==> config.mk <==
export PLATFORM = sky130hd
export DESIGN_NAME = issue_queue
export DESIGN_NICKNAME = d
export VERILOG_FILES = /design/src/rtl/issue_queue.sv
export SDC_FILE = /design/constraint.sdc
export NUM_CORES = 2
export LEC_CHECK = 0
export CORE_UTILIZATION = 40
export DETAILED_ROUTE_END_ITERATION = 6
export DONT_BUFFER_PORTS = 1
export PLACE_DENSITY = 0.57
export SKIP_LAST_GASP = 1
export SLEW_MARGIN = 20
export SYNTH_ARGS = -nofsm -noshare
export SYNTH_HDL_FRONTEND = slang
export SYNTH_SLANG_ARGS = --single-unit
==> constraint.sdc <==
create_clock -name clk -period 2.8 [get_ports clk]
set_input_delay 0.56 -clock clk [delete_from_list [all_inputs] [get_ports clk]]
set_output_delay 0.56 -clock clk [all_outputs]
set_load 0.02 [all_outputs]
==> src/rtl/issue_queue.sv <==
// In-order issue queue: buffers renamed instructions, wakes operands from the CDB,
// and issues only the head entry once both operands hold data.
module issue_queue #(
  parameter int unsigned DEPTH          = 4,
  parameter int unsigned PTR_WIDTH      = 2,
  parameter int unsigned ROB_ADDR_WIDTH = 4,
  parameter int unsigned DATA_WIDTH     = 32,
  parameter int unsigned PAYLOAD_WIDTH  = 96
) (
  input  logic                      clk,
  input  logic                      rst,
  input  logic                      flush,
  input  logic                      in_valid,
  input  logic [ROB_ADDR_WIDTH-1:0] in_rob_addr,
  input  logic                      in_is_ref_1,
  input  logic                      in_is_ref_2,
  input  logic [DATA_WIDTH-1:0]     in_data_1,
  input  logic [DATA_WIDTH-1:0]     in_data_2,
  input  logic [PAYLOAD_WIDTH-1:0]  in_payload,
  output logic                      stall_out,
  input  logic                      cdb_valid,
  input  logic [ROB_ADDR_WIDTH-1:0] cdb_rob_addr,
  input  logic [DATA_WIDTH-1:0]     cdb_data,
  input  logic                      out_ready,
  output logic                      out_valid,
  output logic [ROB_ADDR_WIDTH-1:0] out_rob_addr,
  output logic [DATA_WIDTH-1:0]     out_data_1,
  output logic [DATA_WIDTH-1:0]     out_data_2,
  output logic [PAYLOAD_WIDTH-1:0]  out_payload,
  output logic [PTR_WIDTH:0]        count
);

  localparam logic [PTR_WIDTH:0] Full = (PTR_WIDTH + 1)'(DEPTH);

  logic [DEPTH-1:0]          valid_q, valid_d;
  logic [DEPTH-1:0]          ref1_q, ref1_d;
  logic [DEPTH-1:0]          ref2_q, ref2_d;
  logic [ROB_ADDR_WIDTH-1:0] rob_q     [DEPTH];
  logic [ROB_ADDR_WIDTH-1:0] rob_d     [DEPTH];
  logic [DATA_WIDTH-1:0]     data1_q   [DEPTH];
  logic [DATA_WIDTH-1:0]     data1_d   [DEPTH];
  logic [DATA_WIDTH-1:0]     data2_q   [DEPTH];
  logic [DATA_WIDTH-1:0]     data2_d   [DEPTH];
  logic [PAYLOAD_WIDTH-1:0]  payload_q [DEPTH];
  logic [PAYLOAD_WIDTH-1:0]  payload_d [DEPTH];
  logic [PTR_WIDTH-1:0]      head_q, head_d;
  logic [PTR_WIDTH-1:0]      tail_q, tail_d;
  logic [PTR_WIDTH:0]        count_q, count_d;

  logic enq, deq;
  logic hit1_in, hit2_in;

  assign stall_out    = (count_q == Full);
  assign count        = count_q;
  assign out_valid    = valid_q[head_q] && !ref1_q[head_q] && !ref2_q[head_q];
  assign out_rob_addr = rob_q[head_q];
  assign out_data_1   = data1_q[head_q];
  assign out_data_2   = data2_q[head_q];
  assign out_payload  = payload_q[head_q];

  assign enq = in_valid && !stall_out && !flush;
  assign deq = out_valid && out_ready;

  // Operands arriving with a tag the CDB is broadcasting right now are captured directly.
  assign hit1_in = in_is_ref_1 && cdb_valid && (in_data_1[ROB_ADDR_WIDTH-1:0] == cdb_rob_addr);
  assign hit2_in = in_is_ref_2 && cdb_valid && (in_data_2[ROB_ADDR_WIDTH-1:0] == cdb_rob_addr);

  always_comb begin
    valid_d   = valid_q;
    ref1_d    = ref1_q;
    ref2_d    = ref2_q;
    rob_d     = rob_q;
    data1_d   = data1_q;
    data2_d   = data2_q;
    payload_d = payload_q;
    head_d    = head_q;
    tail_d    = tail_q;
    count_d   = count_q;

    for (int i = 0; i < DEPTH; i++) begin
      if (valid_q[i] && cdb_valid) begin
        if (ref1_q[i] && (data1_q[i][ROB_ADDR_WIDTH-1:0] == cdb_rob_addr)) begin
          data1_d[i] = cdb_data;
          ref1_d[i]  = 1'b0;
        end
        if (ref2_q[i] && (data2_q[i][ROB_ADDR_WIDTH-1:0] == cdb_rob_addr)) begin
          data2_d[i] = cdb_data;
          ref2_d[i]  = 1'b0;
        end
      end
    end

    if (deq) begin
      valid_d[head_q] = 1'b0;
      head_d          = head_q + 1'b1;
    end

    if (enq) begin
      valid_d[tail_q]   = 1'b1;
      rob_d[tail_q]     = in_rob_addr;
      ref1_d[tail_q]    = in_is_ref_1 && !hit1_in;
      ref2_d[tail_q]    = in_is_ref_2 && !hit2_in;
      data1_d[tail_q]   = hit1_in ? cdb_data : in_data_1;
      data2_d[tail_q]   = hit2_in ? cdb_data : in_data_2;
      payload_d[tail_q] = in_payload;
      tail_d            = tail_q + 1'b1;
    end

    unique case ({enq, deq})
      2'b10:   count_d = count_q + 1'b1;
      2'b01:   count_d = count_q - 1'b1;
      default: count_d = count_q;
    endcase

    if (flush) begin
      valid_d = '0;
      head_d  = '0;
      tail_d  = '0;
      count_d = '0;
    end
  end

  always_ff @(posedge clk or negedge rst) begin
    if (!rst) begin
      valid_q <= '0;
      ref1_q  <= '0;
      ref2_q  <= '0;
      head_q  <= '0;
      tail_q  <= '0;
      count_q <= '0;
      for (int i = 0; i < DEPTH; i++) begin
        rob_q[i]     <= '0;
        data1_q[i]   <= '0;
        data2_q[i]   <= '0;
        payload_q[i] <= '0;
      end
    end else begin
      valid_q   <= valid_d;
      ref1_q    <= ref1_d;
      ref2_q    <= ref2_d;
      rob_q     <= rob_d;
      data1_q   <= data1_d;
      data2_q   <= data2_d;
      payload_q <= payload_d;
      head_q    <= head_d;
      tail_q    <= tail_d;
      count_q   <= count_d;
    end
  end

endmodule
# == After elaboration in Yosys (flattened, before gate mapping) ==
# Index checks and enable logic that the tools add are counted.
# word_totals
reg_bits,675
input_bits,208
output_inout_bits,169
word_cells,167
# classes
n_addsub,4
order_cmp,7
n_eq_ne,13
muxes,81
bitwise_logic,5
reduce_logical,35
# op_table
cell,n
$mux 32,23
$bwmux 384,1
$mux 96,3
$bwmux 128,2
$mux 128,2
$bmux 96 s2,1
$demux 96 s2,1
$bmux 32 s2,2
$demux 32 s2,1
$eq 4x4->1,10
$mux 4,8
$logic_and 1x1->1,26
$mux 1,21
$bwmux 16,1
$bmux 4 s2,1
$bwmux 4,2
$demux 4 s2,1
$mux 2,4
$bmux 1 s2,3
$ge 3x3->1 const B,2
$logic_not 1->1,6
$lt 2x3->1 const B,2
$not 2->3,2
$pmux 3 s2,1
15 further kinds,19

# == Logic depth before layout (Yosys ltp) ==
# logic_depth
ltp_word,10
mapped_depth,9
depth_no_buf,8

# == Worst setup path after synthesis ==
# Ideal clock, no wire load.
# synth_timing
path_type,register to register
from,register head_q[0]
to,register count_q[2] (netlist: count[2])
setup_ps,128
arrival_ps,2420
setup_slack_ps,252
stages_incl_launch_ff,10
path_cell_list,dfrtp_1 buf_2 and4bb_2 a311oi_1 a211oi_4 o21a_1 fa_1 and3_1 mux2i_1 mux2_1
# synth_between
elab_chain_cells,9
elab_cells_between_ends,16
classes_between,2 x eq/ne; 8 x mux; 6 x reduce/logical
# synth_rtl
item,line_no,text
from (decl),46,"logic [PTR_WIDTH-1:0] head_q, head_d;"
from (signal assigned),128,head_q <= '0;
from (signal assigned),145,head_q <= head_d;
$bmux 1 s2,55,assign out_valid = valid_q[head_q] && !ref1_q[head_q] && !ref2_q[head_q];
$mux 1 (not written as such),55,
$logic_not 1->1,55,
$logic_and 1x1->1,55,
$logic_and 1x1->1 *,55,
$logic_and 1x1->1 *,62,assign deq = out_valid && out_ready;
$eq 2x1->1 or $eq 2x2->1 (tied branches),109,"unique case ({enq, deq})"
$pmux 3 s2,109,
$mux 3,115,if (flush) begin
to (signal assigned),147,count_q <= count_d;
to (decl),48,"logic [PTR_WIDTH:0] count_q, count_d;"
# Every way passes the cells marked *; elsewhere a longest branch is shown, timed or not. The select of a mux whose other input is x is not followed.
# A chain may end at the register's enable or synchronous reset.

==> report_table.html <==
<table>
<tr><th>Metric</th><th>Value</th></tr>
<tr><th colspan="2">Run status</th></tr>
<tr><td>Outcome</td><td>complete, but fails checks</td></tr>
<tr><td>Violations in the final reports</td><td>negative hold slack, max-slew violations, negative setup slack</td></tr>
<tr><th colspan="2">Run</th></tr>
<tr><td>Max-capacitance violation count</td><td>0</td></tr>
<tr><th colspan="2">Clock tree</th></tr>
<tr><td>Number of buffers created by CTS</td><td>78</td></tr>
<tr><td>Cts-stage hold buffer count</td><td>1</td></tr>
<tr><td>Clock latency on the worst-skew pair</td><td>0.62 ns</td></tr>
<tr><td>Library cell used as clock root buffer</td><td>clkbuf_16</td></tr>
<tr><td>Clock Pin Slew Worst Setup and Hold Paths</td><td>0.06 ns</td></tr>
<tr><td>CTS HTree Levels</td><td>3</td></tr>
<tr><td>CTS tree</td><td>done</td></tr>
<tr><td>Maximum count of clock buffers along a single path</td><td>3</td></tr>
<tr><td>CTS sink cnt</td><td>675</td></tr>
<tr><th colspan="2">Route</th></tr>
<tr><td>Via-per-instance ratio</td><td>5.95</td></tr>
<tr><td>Violation count after the first detailed-routing iteration</td><td>2132</td></tr>
<tr><td>Count of vias placed by the detailed router</td><td>24300</td></tr>
<tr><td>Average wire length per cell after detail routing</td><td>25.5 µm</td></tr>
<tr><td>First-pass DRT Iterations</td><td>5</td></tr>
<tr><td>Remaining design rule violation count</td><td>0</td></tr>
<tr><td>Antenna-violating nets left</td><td>0</td></tr>
<tr><td>Total routed wirelength</td><td>104 mm</td></tr>
<tr><th colspan="2">Synthesis</th></tr>
<tr><td>Synth Net Count</td><td>3262</td></tr>
<tr><td>Mapped cell area</td><td>31900 µm²</td></tr>
<tr><td>Post-Synth Adder-Cell Area</td><td>0.377%</td></tr>
<tr><td>Flip-flop and latch count after synthesis</td><td>675</td></tr>
<tr><td>Number of cells produced by synthesis</td><td>3045</td></tr>
<tr><td>Fraction of synthesized cell area taken by the top area cell type</td><td>53.0%</td></tr>
<tr><td>Post-synth cell types</td><td>62</td></tr>
<tr><td>Proportion of synthesized chip area in sequential cells</td><td>53.0%</td></tr>
<tr><td>Flip-flop cell with the highest count after synthesis</td><td>dfrtp_1</td></tr>
<tr><td>Most area-consuming cells after synthesis</td><td>dfrtp_1 (53%), nand2_1 (14%), mux4_2 (12%)</td></tr>
<tr><td>Area share of and/or/nand/nor cells after synthesis</td><td>16.8%</td></tr>
<tr><td>Largest family of logic cells by synthesized area</td><td>simple AND/OR/NAND/NOR gates</td></tr>
<tr><td>Multiplexer share of the synthesized area</td><td>11.8%</td></tr>
<tr><td>Post-synthesis share of cell area spent on xor and xnor gates</td><td>1.12%</td></tr>
<tr><td>Avg Cell Area, Syn</td><td>10.5 µm²</td></tr>
<tr><td>Library cell with the largest summed area after synthesis</td><td>dfrtp_1</td></tr>
<tr><td>Yosys warning total</td><td>0</td></tr>
<tr><td>EDFF count, synth</td><td>0</td></tr>
<tr><td>Compound-Gate Fraction of Synth Area</td><td>12.2%</td></tr>
<tr><td>Post-synthesis async set-or-reset flop share</td><td>100%</td></tr>
<tr><th colspan="2">Worst setup path</th></tr>
<tr><td>End of the worst register-to-register path</td><td>count[2]$_DFFE_PN0P_</td></tr>
<tr><td>Crit path required time</td><td>2.10 ns</td></tr>
<tr><td>R2r startpoint</td><td>head_q[0]$_DFFE_PN0P_</td></tr>
<tr><td>Timing startpoint of the critical path</td><td>rst</td></tr>
<tr><td>Endpoint kind of the worst setup timing path</td><td>async pin</td></tr>
<tr><td>Maximum fanout count along the critical path</td><td>675</td></tr>
<tr><td>Endpoint arrival time on the critical path</td><td>2.45 ns</td></tr>
<tr><td>Critical path startpoint category</td><td>primary input</td></tr>
<tr><td>Worst setup path category</td><td>primary input to async pin</td></tr>
<tr><td>Reg2reg path depth</td><td>10</td></tr>
<tr><td>Setup slack on the worst flop-to-flop path</td><td>0.16 ns</td></tr>
<tr><th colspan="2">STA</th></tr>
<tr><td>Achievable clock frequency</td><td>318 MHz</td></tr>
<tr><td>Number of pins with negative max-slew slack in the final report</td><td>558</td></tr>
<tr><td>Count of final setup violators</td><td>4</td></tr>
<tr><td>Relative max-transition margin</td><td>-152%</td></tr>
<tr><td>Post-route clock skew</td><td>0.0243 ns</td></tr>
<tr><td>Worst hold slack after final layout</td><td>-0.348 ns</td></tr>
<tr><td>Total count of hold-check failures in the final report</td><td>124</td></tr>
<tr><td>Worst-margin pin slew</td><td>3.78 ns</td></tr>
<tr><td>Setup repair after global routing missed its margin</td><td>yes</td></tr>
<tr><td>Final critical path time including I/O delays and setup</td><td>3.14 ns</td></tr>
<tr><td>Final clock period utilization by the worst path</td><td>112%</td></tr>
<tr><td>Post-route setup slack</td><td>-0.344 ns</td></tr>
<tr><th colspan="2">Global route</th></tr>
<tr><td>Vias in the first global route</td><td>25600</td></tr>
<tr><td>Initial antenna violation count</td><td>2</td></tr>
<tr><td>Combined global-route utilization of all metal layers</td><td>25.3%</td></tr>
<tr><td>Overflow left after global routing</td><td>0</td></tr>
<tr><td>First-pass GRT wire length</td><td>157 mm</td></tr>
<tr><td>Pin count of the biggest net entering global routing</td><td>676</td></tr>
<tr><th colspan="2">Placement</th></tr>
<tr><td>Worst slack, placed</td><td>0.323 ns</td></tr>
<tr><td>Number of buffers inserted by port buffering</td><td>0</td></tr>
<tr><td>Hpwl dp</td><td>59.1 mm</td></tr>
<tr><td>RD Place Congestion</td><td>0.817</td></tr>
<tr><th colspan="2">Die</th></tr>
<tr><td>Number of I/O pins</td><td>377</td></tr>
<tr><td>Total die area</td><td>80900 µm²</td></tr>
<tr><td>Number of placement rows</td><td>103</td></tr>
<tr><td>Core ar.</td><td>79000 µm²</td></tr>
<tr><td>Chip width</td><td>284 µm</td></tr>
<tr><td>Vertical die dimension</td><td>284 µm</td></tr>
<tr><td>Initial standard-cell utilization of the core</td><td>40.4%</td></tr>
<tr><th colspan="2">Power and ir drop</th></tr>
<tr><td>Total power divided by cell area</td><td>1010 nW/µm²</td></tr>
<tr><td>Peak VDD IR</td><td>0.513 mV</td></tr>
<tr><td>Static leakage power</td><td>16.4 nW</td></tr>
<tr><th colspan="2">Final layout</th></tr>
<tr><td># diodes</td><td>0</td></tr>
<tr><td>Number of nets in the final layout</td><td>3178</td></tr>
<tr><td>Final cell utilization of the core</td><td>45.6%</td></tr>
<tr><td>Fraction of final layout cells with drive strength greater than 1</td><td>15.3%</td></tr>
<tr><td>Layout area overhead</td><td>13.0%</td></tr>
<tr><th colspan="2">Hold path</th></tr>
<tr><td>Worst Hold Class</td><td>primary input to async pin</td></tr>
</table>
[logic make-up (layout without fill, tap and decap cells)]
family | Yosys count | in the layout
adder cells (fa/ha/maj) | 9 | 9
AO/OA/AOI/OAI | 484 | 484
AND/OR/NAND/NOR | 1350 | 1350
buffers and inverters | 316 | 295
flip-flops | 675 | 675
XOR/XNOR | 40 | 40
multiplexers | 171 | 171
[state kept, by name, indices dropped and copies added, names as in the netlist]
signal,flops
data2_q,128
ref1_q,4
head_q,2
payload_q,384
count,3
tail_q,2
ref2_q,4
rob_q,16
data1_q,128
valid_q,4
[layout make-up]
cell class              count  area [µm²]
fillers                  7093       43000
flip-flops and latches    675       16900
well taps                1050        1310
inverters                  82         308
multi-input cells        2054       13700
clock inverters            19         318
repair buffers             70        1110
clock buffers             124        2410
[routing by layer]
metal	GRT usage [%]	wire length, µm	up-vias
met3	6.67	9230	211
li1	-	-	10400
met5	0	29	-
met4	11.6	4220	4
met2	40.8	50000	1095
met1	31.9	40300	12600
[synth_stat cells, types with 5 or more instances]
| library cell | number |
|---|---|
| o221a_1 | 7 |
| nor2_1 | 16 |
| ha_1 | 8 |
| inv_1 | 81 |
| a211o_1 | 5 |
| mux4_2 | 164 |
| nand3_1 | 14 |
| buf_2 | 102 |
| o21a_1 | 65 |
| nor3_1 | 38 |
| nor2b_1 | 5 |
| and3_1 | 6 |
| o221a_2 | 25 |
| a21oi_1 | 131 |
| xnor2_1 | 29 |
| a221oi_2 | 14 |
| buf_6 | 12 |
| or2_2 | 28 |
| clkbuf_1 | 66 |
| dfrtp_1 | 675 |
| buf_4 | 25 |
| xor2_1 | 10 |
| a221oi_1 | 16 |
| o32a_1 | 64 |
| o22ai_1 | 39 |
| nand2_1 | 1222 |
| o32ai_1 | 95 |
| buf_1 | 29 |
[power breakdown]
| group | total (mW) | switching (mW) | leakage [nW] | internal, mW |
|---|---|---|---|---|
| logic | 9.56 | 5.28 | 6.68 | 4.28 |
| clock network | 10.8 | 4.16 | 1.34 | 6.63 |
| registers | 15.9 | 2.20 | 8.41 | 13.7 |
| total | 36.2 | 11.6 | 16.4 | 24.6 |
[how the worst max path moves through the flow]
stage          slack, ns                    end  cells after the start
6_report           -0.34  head_q[1]$_DFFE_PN0P_                      0
5_1_grt            -0.10        out_payload[71]                      2
4_1_cts            -0.05        out_payload[45]                      3
3_5_place_dp        0.32   count[2]$_DFFE_PN0P_                      9
3_3_place_gp        0.31   count[2]$_DFFE_PN0P_                      9
2_1_floorplan       0.25   count[2]$_DFFE_PN0P_                      9
[cells in the final DEF, fill, tap and decap left out, drive strengths merged, types with 3 or more instances in the layout]
cell type,instances
nand2,1222
dfrtp,675
mux4,164
a21oi,132
clkbuf,128
o32ai,95
inv,85
o21a,65
buf,65
o32a,64
o22ai,39
nor3,38
o221a,32
a221oi,30
xnor2,29
or2,29
nor2,16
nand3,16
xor2,11
ha,8
bufinv,8
clkinv,8
and3,8
nor2b,5
a211o,5
o21ai,5
o41ai,4
or3,4
mux2,4
nand2b,3
mux2i,3
[repair_timing]
item / CTS / global route
gates resized for setup: 16 / 7
setup buffers: 3 / 3
setup endpoints to repair: 159 / 95
hold endpoints to repair: 679 / 675
cloned: 5 / 4
[stage by stage]
step	cell area (µm²)	std cells	power [mW]	setup TNS [ns]
3_3_place_gp	32900	3915	24.7	0
5_1_grt	36000	4074	38.1	-3.26
4_1_cts	35900	4067	36.4	-1.24
2_1_floorplan	31900	3045	22.9	0
3_5_place_dp	32900	3915	25.4	0
6_report	36000	4074	36.2	-0.687
Power figures use the tool's default switching activity.
